## src/rtl/fp_pkg.sv

```systemverilog
// Shared floating-point helpers: derived widths, unpacked operand type,
// canonical quiet NaN and the pack/unpack functions used by fp_addsub_pipe.
package fp_pkg;

  localparam int EXP_W_DEF = 5;
  localparam int MAN_W_DEF = 10;
  localparam int MAX_EXP_W = 16;
  localparam int MAX_SIG_W = 64;

  localparam logic [15:0] CANON_QNAN = 16'h7E00;

  typedef struct packed {
    logic                 sign;
    logic [MAX_EXP_W-1:0] exp;
    logic [MAX_SIG_W-1:0] sig;
  } fp_unpacked_t;

  function automatic int word_w(input int e, input int m);
    return 1 + e + m;
  endfunction

  function automatic int exp_bias(input int e);
    return (1 << (e - 1)) - 1;
  endfunction

  // significand with hidden bit plus guard, round and sticky
  function automatic int guard_w(input int m);
    return m + 4;
  endfunction

  function automatic logic [63:0] canon_qnan(input int e, input int m);
    return ((64'd1 << (e + 1)) - 64'd1) << (m - 1);
  endfunction

  // exp==0 is zero: the mantissa is dropped and the hidden bit is clear
  function automatic fp_unpacked_t unpack(input logic [63:0] w, input int e, input int m);
    fp_unpacked_t u;
    logic [63:0]  ex;
    logic [63:0]  man;
    ex     = (w >> m) & ((64'd1 << e) - 64'd1);
    man    = w & ((64'd1 << m) - 64'd1);
    u.sign = w[e+m];
    u.exp  = MAX_EXP_W'(ex);
    u.sig  = (ex == 64'd0) ? 64'd0 : (man | (64'd1 << m));
    return u;
  endfunction

  function automatic logic [63:0] pack(input logic s, input logic [63:0] ex,
                                       input logic [63:0] man, input int e, input int m);
    return ({63'd0, s} << (e + m))
         | ((ex & ((64'd1 << e) - 64'd1)) << m)
         | (man & ((64'd1 << m) - 64'd1));
  endfunction

endpackage

```

## src/rtl/fp_lzc.sv

```systemverilog
// Combinational leading-zero counter; an all-zero input returns WIDTH.
module fp_lzc #(
  parameter  int WIDTH = 14,
  localparam int CW    = $clog2(WIDTH + 1)
) (
  input  logic [WIDTH-1:0] v,
  output logic [CW-1:0]    cnt
);

  always_comb begin
    cnt = CW'(WIDTH);
    for (int i = 0; i < WIDTH; i++) begin
      if (v[i]) cnt = CW'(WIDTH - 1 - i);
    end
  end

endmodule

```

## src/rtl/ksa.sv

```systemverilog
// Kogge-Stone parallel-prefix adder with carry-in.
module ksa #(
  parameter int BITS = 16
) (
  input  logic [BITS-1:0] a,
  input  logic [BITS-1:0] b,
  input  logic            cin,
  output logic [BITS-1:0] sum
);

  localparam int LVL = $clog2(BITS);

  logic [BITS-1:0] g, p, gn, pn;

  always_comb begin
    g    = a & b;
    p    = a ^ b;
    // carry-in folded into bit 0 so every prefix already includes it
    g[0] = g[0] | (p[0] & cin);
    gn   = g;
    pn   = p;
    for (int l = 0; l < LVL; l++) begin
      gn = g;
      pn = p;
      for (int i = (1 << l); i < BITS; i++) begin
        gn[i] = g[i] | (p[i] & g[i-(1<<l)]);
        pn[i] = p[i] & p[i-(1<<l)];
      end
      g = gn;
      p = pn;
    end
    sum = a ^ b ^ {g[BITS-2:0], cin};
  end

endmodule

```

## src/rtl/fp_addsub_pipe.sv

```systemverilog
// 3-stage floating-point add/subtract (align, add, normalise/round) with valid/ready.
// Define FP_ADDSUB_SPECIALS_EN to treat exp==all-ones as Inf/NaN; otherwise it is finite.
module fp_addsub_pipe
  import fp_pkg::*;
#(
  parameter int EXP_W = EXP_W_DEF,
  parameter int MAN_W = MAN_W_DEF
) (
  input  logic                   clk,
  input  logic                   rst,
  input  logic                   in_valid,
  output logic                   in_ready,
  input  logic [EXP_W+MAN_W:0]   a,
  input  logic [EXP_W+MAN_W:0]   b,
  input  logic                   op,
  output logic                   out_valid,
  input  logic                   out_ready,
  output logic [EXP_W+MAN_W:0]   x,
  output logic                   ovf
);

  localparam int W  = word_w(EXP_W, MAN_W);
  localparam int GW = guard_w(MAN_W);
  localparam int LW = $clog2(GW + 1);
  localparam int EW = ((EXP_W > LW) ? EXP_W : LW) + 2;
`ifdef FP_ADDSUB_SPECIALS_EN
  localparam int MAX_E = (1 << EXP_W) - 2;
`else
  localparam int MAX_E = (1 << EXP_W) - 1;
`endif

  logic stall;
  assign stall    = out_valid & ~out_ready;
  assign in_ready = ~stall;

  fp_unpacked_t     ua, ub;
  logic             sign_b, swap, big_sign, small_sign;
  logic [EXP_W-1:0] big_exp, small_exp, diff;
  logic [MAN_W:0]   big_sig, small_sig;
  logic [GW-1:0]    small_ext, lost, aligned;
  logic             spec_hit;
  logic [W-1:0]     spec_x;

  always_comb begin
    ua         = unpack(64'(a), EXP_W, MAN_W);
    ub         = unpack(64'(b), EXP_W, MAN_W);
    sign_b     = ub.sign ^ op;
    swap       = {ub.exp, ub.sig} > {ua.exp, ua.sig};
    big_sign   = swap ? sign_b : ua.sign;
    small_sign = swap ? ua.sign : sign_b;
    big_exp    = swap ? ub.exp[EXP_W-1:0] : ua.exp[EXP_W-1:0];
    small_exp  = swap ? ua.exp[EXP_W-1:0] : ub.exp[EXP_W-1:0];
    big_sig    = swap ? ub.sig[MAN_W:0] : ua.sig[MAN_W:0];
    small_sig  = swap ? ua.sig[MAN_W:0] : ub.sig[MAN_W:0];
    diff       = big_exp - small_exp;
    small_ext  = {small_sig, 3'b000};
    if (int'(diff) > MAN_W + 3) begin
      lost       = '0;
      aligned    = '0;
      aligned[0] = |small_sig;
    end else begin
      lost       = small_ext & ~({GW{1'b1}} << diff);
      aligned    = small_ext >> diff;
      aligned[0] = aligned[0] | (|lost);
    end
  end

`ifdef FP_ADDSUB_SPECIALS_EN
  logic a_max, b_max, a_nan, b_nan;
  always_comb begin
    a_max    = &a[W-2:MAN_W];
    b_max    = &b[W-2:MAN_W];
    a_nan    = a_max & (|a[MAN_W-1:0]);
    b_nan    = b_max & (|b[MAN_W-1:0]);
    spec_hit = a_max | b_max;
    if (a_nan | b_nan | (a_max & b_max & (a[W-1] != sign_b)))
      spec_x = W'(canon_qnan(EXP_W, MAN_W));
    else if (a_max)
      spec_x = {a[W-1], {EXP_W{1'b1}}, {MAN_W{1'b0}}};
    else
      spec_x = {sign_b, {EXP_W{1'b1}}, {MAN_W{1'b0}}};
  end
`else
  assign spec_hit = 1'b0;
  assign spec_x   = '0;
`endif

  logic             s1_valid, s1_sign, s1_sub, s1_spec;
  logic [EXP_W-1:0] s1_exp;
  logic [MAN_W:0]   s1_big;
  logic [GW-1:0]    s1_small;
  logic [W-1:0]     s1_spec_x;

  always_ff @(posedge clk or negedge rst) begin
    if (!rst) begin
      s1_valid  <= 1'b0;
      s1_sign   <= 1'b0;
      s1_sub    <= 1'b0;
      s1_spec   <= 1'b0;
      s1_exp    <= '0;
      s1_big    <= '0;
      s1_small  <= '0;
      s1_spec_x <= '0;
    end else if (!stall) begin
      s1_valid  <= in_valid;
      s1_sign   <= big_sign;
      s1_sub    <= big_sign ^ small_sign;
      s1_spec   <= spec_hit;
      s1_exp    <= big_exp;
      s1_big    <= big_sig;
      s1_small  <= aligned;
      s1_spec_x <= spec_x;
    end
  end

  // |big| >= |small|, so the difference never goes negative
  logic [GW:0] add_b, sum2;
  assign add_b = s1_sub ? ~{1'b0, s1_small} : {1'b0, s1_small};

  ksa #(.BITS(GW + 1)) u_ksa (
    .a   ({1'b0, s1_big, 3'b000}),
    .b   (add_b),
    .cin (s1_sub),
    .sum (sum2)
  );

  logic             s2_valid, s2_sign, s2_spec;
  logic [EXP_W-1:0] s2_exp;
  logic [GW:0]      s2_sum;
  logic [W-1:0]     s2_spec_x;

  always_ff @(posedge clk or negedge rst) begin
    if (!rst) begin
      s2_valid  <= 1'b0;
      s2_sign   <= 1'b0;
      s2_spec   <= 1'b0;
      s2_exp    <= '0;
      s2_sum    <= '0;
      s2_spec_x <= '0;
    end else if (!stall) begin
      s2_valid  <= s1_valid;
      s2_sign   <= s1_sign;
      s2_spec   <= s1_spec;
      s2_exp    <= s1_exp;
      s2_sum    <= sum2;
      s2_spec_x <= s1_spec_x;
    end
  end

  logic [LW-1:0]        lzc;
  logic [GW-1:0]        norm;
  logic signed [EW-1:0] exp_base, exp_n, exp_f;
  logic                 round_up;
  logic [MAN_W+1:0]     rnd;
  logic [MAN_W-1:0]     man_f;
  logic [W-1:0]         x_d;
  logic                 ovf_d;

  fp_lzc #(.WIDTH(GW)) u_lzc (
    .v   (s2_sum[GW-1:0]),
    .cnt (lzc)
  );

  always_comb begin
    exp_base = EW'(s2_exp);
    if (s2_sum[GW]) begin
      norm  = {s2_sum[GW:2], s2_sum[1] | s2_sum[0]};
      exp_n = exp_base + EW'(1);
    end else begin
      norm  = s2_sum[GW-1:0] << lzc;
      exp_n = exp_base - EW'(lzc);
    end
    round_up = norm[2] & (norm[1] | norm[0] | norm[3]);
    rnd      = {1'b0, norm[GW-1:3]} + (MAN_W + 2)'(round_up);
    exp_f    = exp_n + EW'(rnd[MAN_W+1]);
    man_f    = rnd[MAN_W+1] ? rnd[MAN_W:1] : rnd[MAN_W-1:0];

    x_d   = '0;
    ovf_d = 1'b0;
    if (s2_spec) begin
      x_d = s2_spec_x;
    end else if (s2_sum == '0) begin
      x_d = '0;
    end else if (exp_f <= EW'(0)) begin
      x_d = {s2_sign, {(W-1){1'b0}}};
    end else if (exp_f > EW'(MAX_E)) begin
      ovf_d = 1'b1;
`ifdef FP_ADDSUB_SPECIALS_EN
      x_d   = {s2_sign, {EXP_W{1'b1}}, {MAN_W{1'b0}}};
`else
      x_d   = {s2_sign, {EXP_W{1'b1}}, {MAN_W{1'b1}}};
`endif
    end else begin
      x_d = W'(pack(s2_sign, 64'(exp_f[EXP_W-1:0]), 64'(man_f), EXP_W, MAN_W));
    end
  end

  always_ff @(posedge clk or negedge rst) begin
    if (!rst) begin
      out_valid <= 1'b0;
      x         <= '0;
      ovf       <= 1'b0;
    end else if (!stall) begin
      out_valid <= s2_valid;
      if (s2_valid) begin
        x   <= x_d;
        ovf <= ovf_d;
      end
    end
  end

endmodule

```

## config.mk

```make
export PLATFORM = sky130hd
export DESIGN_NAME = fp_addsub_pipe
export DESIGN_NICKNAME = d
export VERILOG_FILES = /design/src/rtl/fp_pkg.sv /design/src/rtl/fp_lzc.sv /design/src/rtl/ksa.sv /design/src/rtl/fp_addsub_pipe.sv
export SDC_FILE = /design/constraint.sdc
export NUM_CORES = 1
export LEC_CHECK = 0
export CORE_UTILIZATION = 60
export CTS_CLUSTER_SIZE = 40
export DETAILED_ROUTE_END_ITERATION = 10
export PLACE_DENSITY = 0.82
export SKIP_CTS_REPAIR_TIMING = 1
export SYNTH_ARGS = -nofsm -noshare
export SYNTH_HDL_FRONTEND = slang
export SYNTH_HIERARCHICAL = 1
export SYNTH_SLANG_ARGS = --single-unit
```

## constraint.sdc

```tcl
create_clock -name clk -period 6.28 [get_ports clk]
set_clock_uncertainty 0.15 [all_clocks]
set_input_delay 0.942 -clock clk [delete_from_list [all_inputs] [get_ports clk]]
set_output_delay 0.942 -clock clk [all_outputs]
set_load 0.005 [all_outputs]
```

==> results.cfg, run 1 <==
[logic_synthesis]
synth-seq-cells = 73
synth_mux_area_share_pct = 13.10
synthAdderAreaFrac_pct = 7.731
syn_inst = 826
async_flop_share_pct = 100.0
ys_seq_area_share_pct = 26.37
synth.cell_area_um2 = 6927
synth_compound_area_share_pct = 20.59
yosys.area_share.xor_xnor_pct = 5.690
ys_warn_count = 6
ys.flop_type = dfrtp_1
synth-edff-count = 0
synth-simple-area-share_pct = 20.45
synth_top_family_by_area = compound AO/OA/AOI/OAI gates
yosysUniqueCellTypes = 86
avgSynthCellArea_um2 = 8.386

[place]
routabilityCongestion = 0.9386
place_inst = 995
hpwl_um = 14210
numPortBuffers = 55

[floorplanning]
rows = 38
dieHeight_um = 109.4
core_um2 = 11030
io_pins = 56
die_x_um = 109.4
start_util_pct = 62.79
dieArea_um2 = 11980

[sta]
fin_setup_tns_ns = 0
min_period_ns = 5.625
post-route-period-util_pct = 89.57
rsz0062_at_grt = false
worstMarginPinSlew_ns = 1.029
setup_violations = 0
hold_viol_final = 0
maxSlewHeadroom_pct = 31.42
slew_violations = 0
max_freq_ghz = 0.1778

[clocking]
cts_tree = yes
clock_latency_ns = 0.34
clockBufferDepth = 2
path_clk_slew_ns = 0.05
cts_buffers = 9
cts_root_buf = clkbuf_16
htree_levels = 3
cts_sinks = 73

[cells_and_area]
final_common_cell = nand2_1
drive_gt1_share_pct = 10.68
fin_cells = 1012
syn_to_final_growth_pct = 13.42
final_cell_mix = nand2_1, dfrtp_1, nor2_1
fin_nets = 944

[worst_hold_path]
hp-class = reg2reg

[status]
status = complete, no violations

[global_routing]
grt_pass1_wl_um = 30230
grt_overflow_total = 0
antenna_found_initial = 1
grt_pass1_vias = 6067
grtUsageTotal_pct = 33.08
grt_max_degree = 74

[worst_setup_path]
cp_max_fo = 16
start_kind = primary input
cp.required_ns = 6.35
endpoint_kind = flop
worstPathArrival_ns = 5.70
worstSetupPathType = in2reg

[power_and_ir_drop]
switching_power_mw = 1.856
p_leak_nw = 3.544
power.total_mw = 3.982
powerDensity_nw_per_um2 = 506.9
sw_frac_of_total_pct = 46.61
p_seq_share_pct = 23.6
peakVddDrop_mv = 0.3231
internal_power_mw = 2.126
clockPowerShare_pct = 12.8
combPwrFrac_pct = 63.6

[routing]
drtIter0Drc = 536
vias = 6390
ant_nets = 0
wl_um = 18660
drc = 0
avgRoutedWirePerCell_um = 18.44
drt_pass1_iterations = 7
drt-vias-per-instance = 6.314

[flow_run]
maxCapViolCount = 0
[sequential cells by signal, summed over array words and instances (netlist names), 5 cells and up]
signal	cells
s1_big	11
s1_small	14
s1_exp	5
s2_exp	5
s2_sum	15
x	16
[Yosys cell counts (all sizes together), types with 9 or more instances]
master	number	area [um^2]
a21oi	49	256.5
mux2i	37	370.4
xnor2	21	183.9
nor3	16	90.09
ha	38	475.5
o21ai	54	277.8
nor2b	11	68.82
mux4	19	435.4
dfrtp	73	1827
buf	22	161.4
nand3	17	90.09
mux2	9	101.4
nand2	153	574.3
nor2	61	241.5
inv	43	161.4
xor2	24	210.2
a31oi	16	100.1
nor4	12	87.58
clkbuf	24	90.09
[power groups by stage]
stage               sequential, mW  combinational (mW)  clock, mW
CTS                          0.930                2.50      0.517
detailed placement           0.938                2.48          0
floorplan                    0.815                1.97          0
global route                 0.963                2.79      0.535
global placement             0.923                2.39          0
finish                       0.939                2.53      0.510
[area by class of cell]
type	count	area, um^2
fillers	882	3174
clock buffers	13	250.2
multi-input cells	667	4718
flip-flops and latches	73	1827
diodes	1	2.502
clock inverters	3	40.04
repair buffers	71	678.2
well taps	140	175.2
inverters	44	165.2
[per-stage QoR]
stage	hold WS (ns)	setup WS [ns]	utilization (%)	instance area, um^2
6_report	0.3176	0.6549	71.22	7856
5_1_grt	0.3420	0.2349	71.20	7854
4_1_cts	0.3205	0.7177	71.20	7854
3_5_place_dp	0.3082	0.3651	68.57	7564
3_3_place_gp	0.3005	0.5782	68.57	7564
2_1_floorplan	0.2886	0.2220	-	6942
[logic make-up (layout without fill, tap and decap cells)]
logic type | count (synthesis) | count (layout)
compound gates | 202 | 202
simple gates | 309 | 309
flops | 73 | 73
buf+inv | 90 | 131
other cells | 1 | 6
mux | 65 | 65
xor+xnor | 45 | 45
fa+ha+maj | 41 | 41
[per-layer routing]
metal	vias to the layer above	global-route usage, %	part of all wire [%]
li1	3050	-	-
met1	3017	41.99	43
met2	288	55.21	48
met3	35	7.647	7.4
met4	0	11.62	2.5
met5	-	0	0
[critical path, stage by stage]
cell	delay, ns
clkdlybuf4s50_1	0.54
nor3_1	0.22
nand2_1	0.37
nand2_1	0.27
inv_1	0.06
ha_1	0.30
nand4_1	0.12
nor4_2	0.27
a21boi_2	0.36
o311a_1	0.24
a21oi_1	0.05
ha_1	0.43
clkinv_1	0.24
buf_4	0.24
mux2_2	0.27
a221oi_1	0.36
a2111oi_2	0.09
a221o_1	0.28
[worst paths after layout]
check / start / to / slack, ns / cells after the start
setup / recovery: b[11] / s1_small[2]$_DFFE_PN0N_ / 0.65 / 18
hold / removal: s1_valid$_DFFE_PN0N_ / s1_valid$_DFFE_PN0N_ / 0.32 / 2
setup reg to reg: s2_sum[3]$_DFFE_PN0N_ / x[7]$_DFFE_PN0P_ / 0.79 / 17
hold reg to reg: s1_valid$_DFFE_PN0N_ / s1_valid$_DFFE_PN0N_ / 0.32 / 2
max in group asynchronous: rst / s2_valid$_DFFE_PN0N_ / 4.70 / 2
min in group asynchronous: rst / s2_sum[0]$_DFFE_PN0N_ / 0.68 / 2
No activity file was read; power rests on OpenSTA's default activity.
==> run 2: changes to the inputs <==
- GPL_TIMING_DRIVEN: default -> 0
==> run 2 against run 1 <==
Count of clock-buffer cells in the layout down 3. Global-route usage up 2.1 points. Clock power down 1%. Critical path depth up 5. Core utilization up 2.5 points. Register-to-register slack worse by 0.04 ns. Die area unchanged. Critical path type unchanged. Total power up 3.0%. Sequential share of layout area down 0.78 points. Fmax down 7.3%. Non-clock buffer count up 40. Via count up 3.7%.
==> results.cfg, run 2 (synthesis gave the netlist of run 1 again) <==
[status]
status = complete, no violations

[cells_and_area]
fin_nets = 984
final_cell_mix = nand2_1, dfrtp_1, nor2_1
largest_register_ffs = 16
diodes = 0
final_common_cell = nand2_1
reg.largest.list = x x16, s2_sum x15, s1_small x14
drive_gt1_share_pct = 13.06
regMostFlops = x
syn_to_final_growth_pct = 17.38
post-route-cell-area_um2 = 8130

[routing]
drt_pass1_iterations = 5
drc = 0
wl_met1_um = 7789
top_layer_used = met4
drt-vias-per-instance = 6.303
ant_nets = 0
wl_um = 20250
route.met3.wl_um = 894
drtIter0Drc = 499
met2_length_um = 10410
vias = 6624
avgRoutedWirePerCell_um = 19.27

[sta]
max_freq_ghz = 0.1649
post-route-period-util_pct = 96.59
worstMarginPinSlew_ns = 0.9042
fin_hold_ws_ns = 0.3230
maxSlewHeadroom_pct = 39.72
hold_viol_final = 0
min_period_ns = 6.066
slew_violations = 0
setup_violations = 0

[floorplanning]
dieHeight_um = 109.4
rows = 38
core_um2 = 11030
io_pins = 56
start_util_pct = 62.79
die_x_um = 109.4
dieArea_um2 = 11980

[clocking]
htree_levels = 3
cts_buffers = 9
clock_latency_ns = 0.33
cts_root_buf = clkbuf_16
cts_tree = yes
path_clk_slew_ns = 0.06
clockBufferDepth = 2
cts_sinks = 73

[worst_setup_path]
start_kind = primary input
r2r_start = s2_sum[8]$_DFFE_PN0N_
critPathTopFamily = buffers and inverters
crit_chain = clkdlybuf4s50_1, nor3_2, nand3_2, buf_4, clkbuf_4, inv_1, ha_1, nand4_1, nor2_1, o31a_1, o31ai_4, buf_8, buf_12, buf_8, buf_4, a21oi_1, ha_4, clkinvlp_4, mux4_2, mux2_2, nand2_1, o21ai_0, o41ai_1
cp_max_fo = 19
slowest_stage = clkdlybuf4s50_1
worst-path-buf-inv = 9
cp.required_ns = 6.36
worstPathArrival_ns = 6.14
endpoint_kind = flop
rrSetupSlack_ns = 0.75
crit_start = a[10]
slowest_delay_ns = 0.48
worstSetupPathType = in2reg

[global_routing]
antenna_found_initial = 0
grt_pass1_wl_um = 32290
grt_pass1_vias = 6633
grt_max_degree = 74
grt_overflow_total = 0
grtUsageTotal_pct = 35.18

[power_and_ir_drop]
powerDensity_nw_per_um2 = 504.5
p_leak_nw = 3.672
peakVddDrop_mv = 0.3595
power.total_mw = 4.102

[place]
dpl_cell_area_um2 = 7665
routabilityCongestion = 0.9545
hpwl_um = 15580
numPortBuffers = 55

[flow_run]
maxCapViolCount = 0

[worst_hold_path]
hold_start = s1_valid$_DFFE_PN0N_
hp-class = reg2reg
run 2: area by class of cell:
class / instances / area (um^2)
Clock buffer: 10 / 239.0
Sequential cell: 73 / 1827
Tap cell: 140 / 175.2
Timing Repair Buffer: 66 / 635.6
Inverter: 44 / 168.9
Clock inverter: 6 / 57.56
Multi-Input combinational cell: 667 / 4756
Buffer: 45 / 271.5
Fill cell: 836 / 2900
run 2: layer usage:
layer	global-route usage (%)	vias to the layer above
met1	36.88	3136
met3	5.394	82
met4	20.48	0
li1	-	3138
met5	0	-
met2	66.22	268
run 2: final timing paths:
kind / depth (start not counted) / to
max reg2reg: 20 / x[4]$_DFFE_PN0P_
min: 2 / s2_valid$_DFFE_PN0N_
max: 23 / s1_small[8]$_DFFE_PN0N_
min reg2reg: 2 / s2_valid$_DFFE_PN0N_
min in group asynchronous: 1 / s2_sum[8]$_DFFE_PN0N_
max in group asynchronous: 1 / s1_small[7]$_DFFE_PN0N_
run 2: worst min-delay path, stage by stage, from the launching register on:
cell and delay (ns):
dfrtp_1 0.34, nand2_1 0.05, nand2_1 0.05
run 2: power breakdown:
part	total, mW	internal, mW	switching [mW]
sequential	0.890	0.651	0.239
combinational	2.71	1.20	1.51
clock	0.503	0.315	0.188
total	4.10	2.16	1.94
run 2: per-stage QoR:
stage	std cells	utilization, %	TNS, ns	setup WS (ns)
2_1_floorplan	830	-	0	0.2220
3_3_place_gp	1025	69.51	-19.14	-1.506
3_5_place_dp	1025	69.49	-20.15	-1.578
4_1_cts	1041	72.18	-15.29	-1.235
5_1_grt	1051	73.71	-0.003296	-0.003296
6_report	1051	73.71	0	0.2143
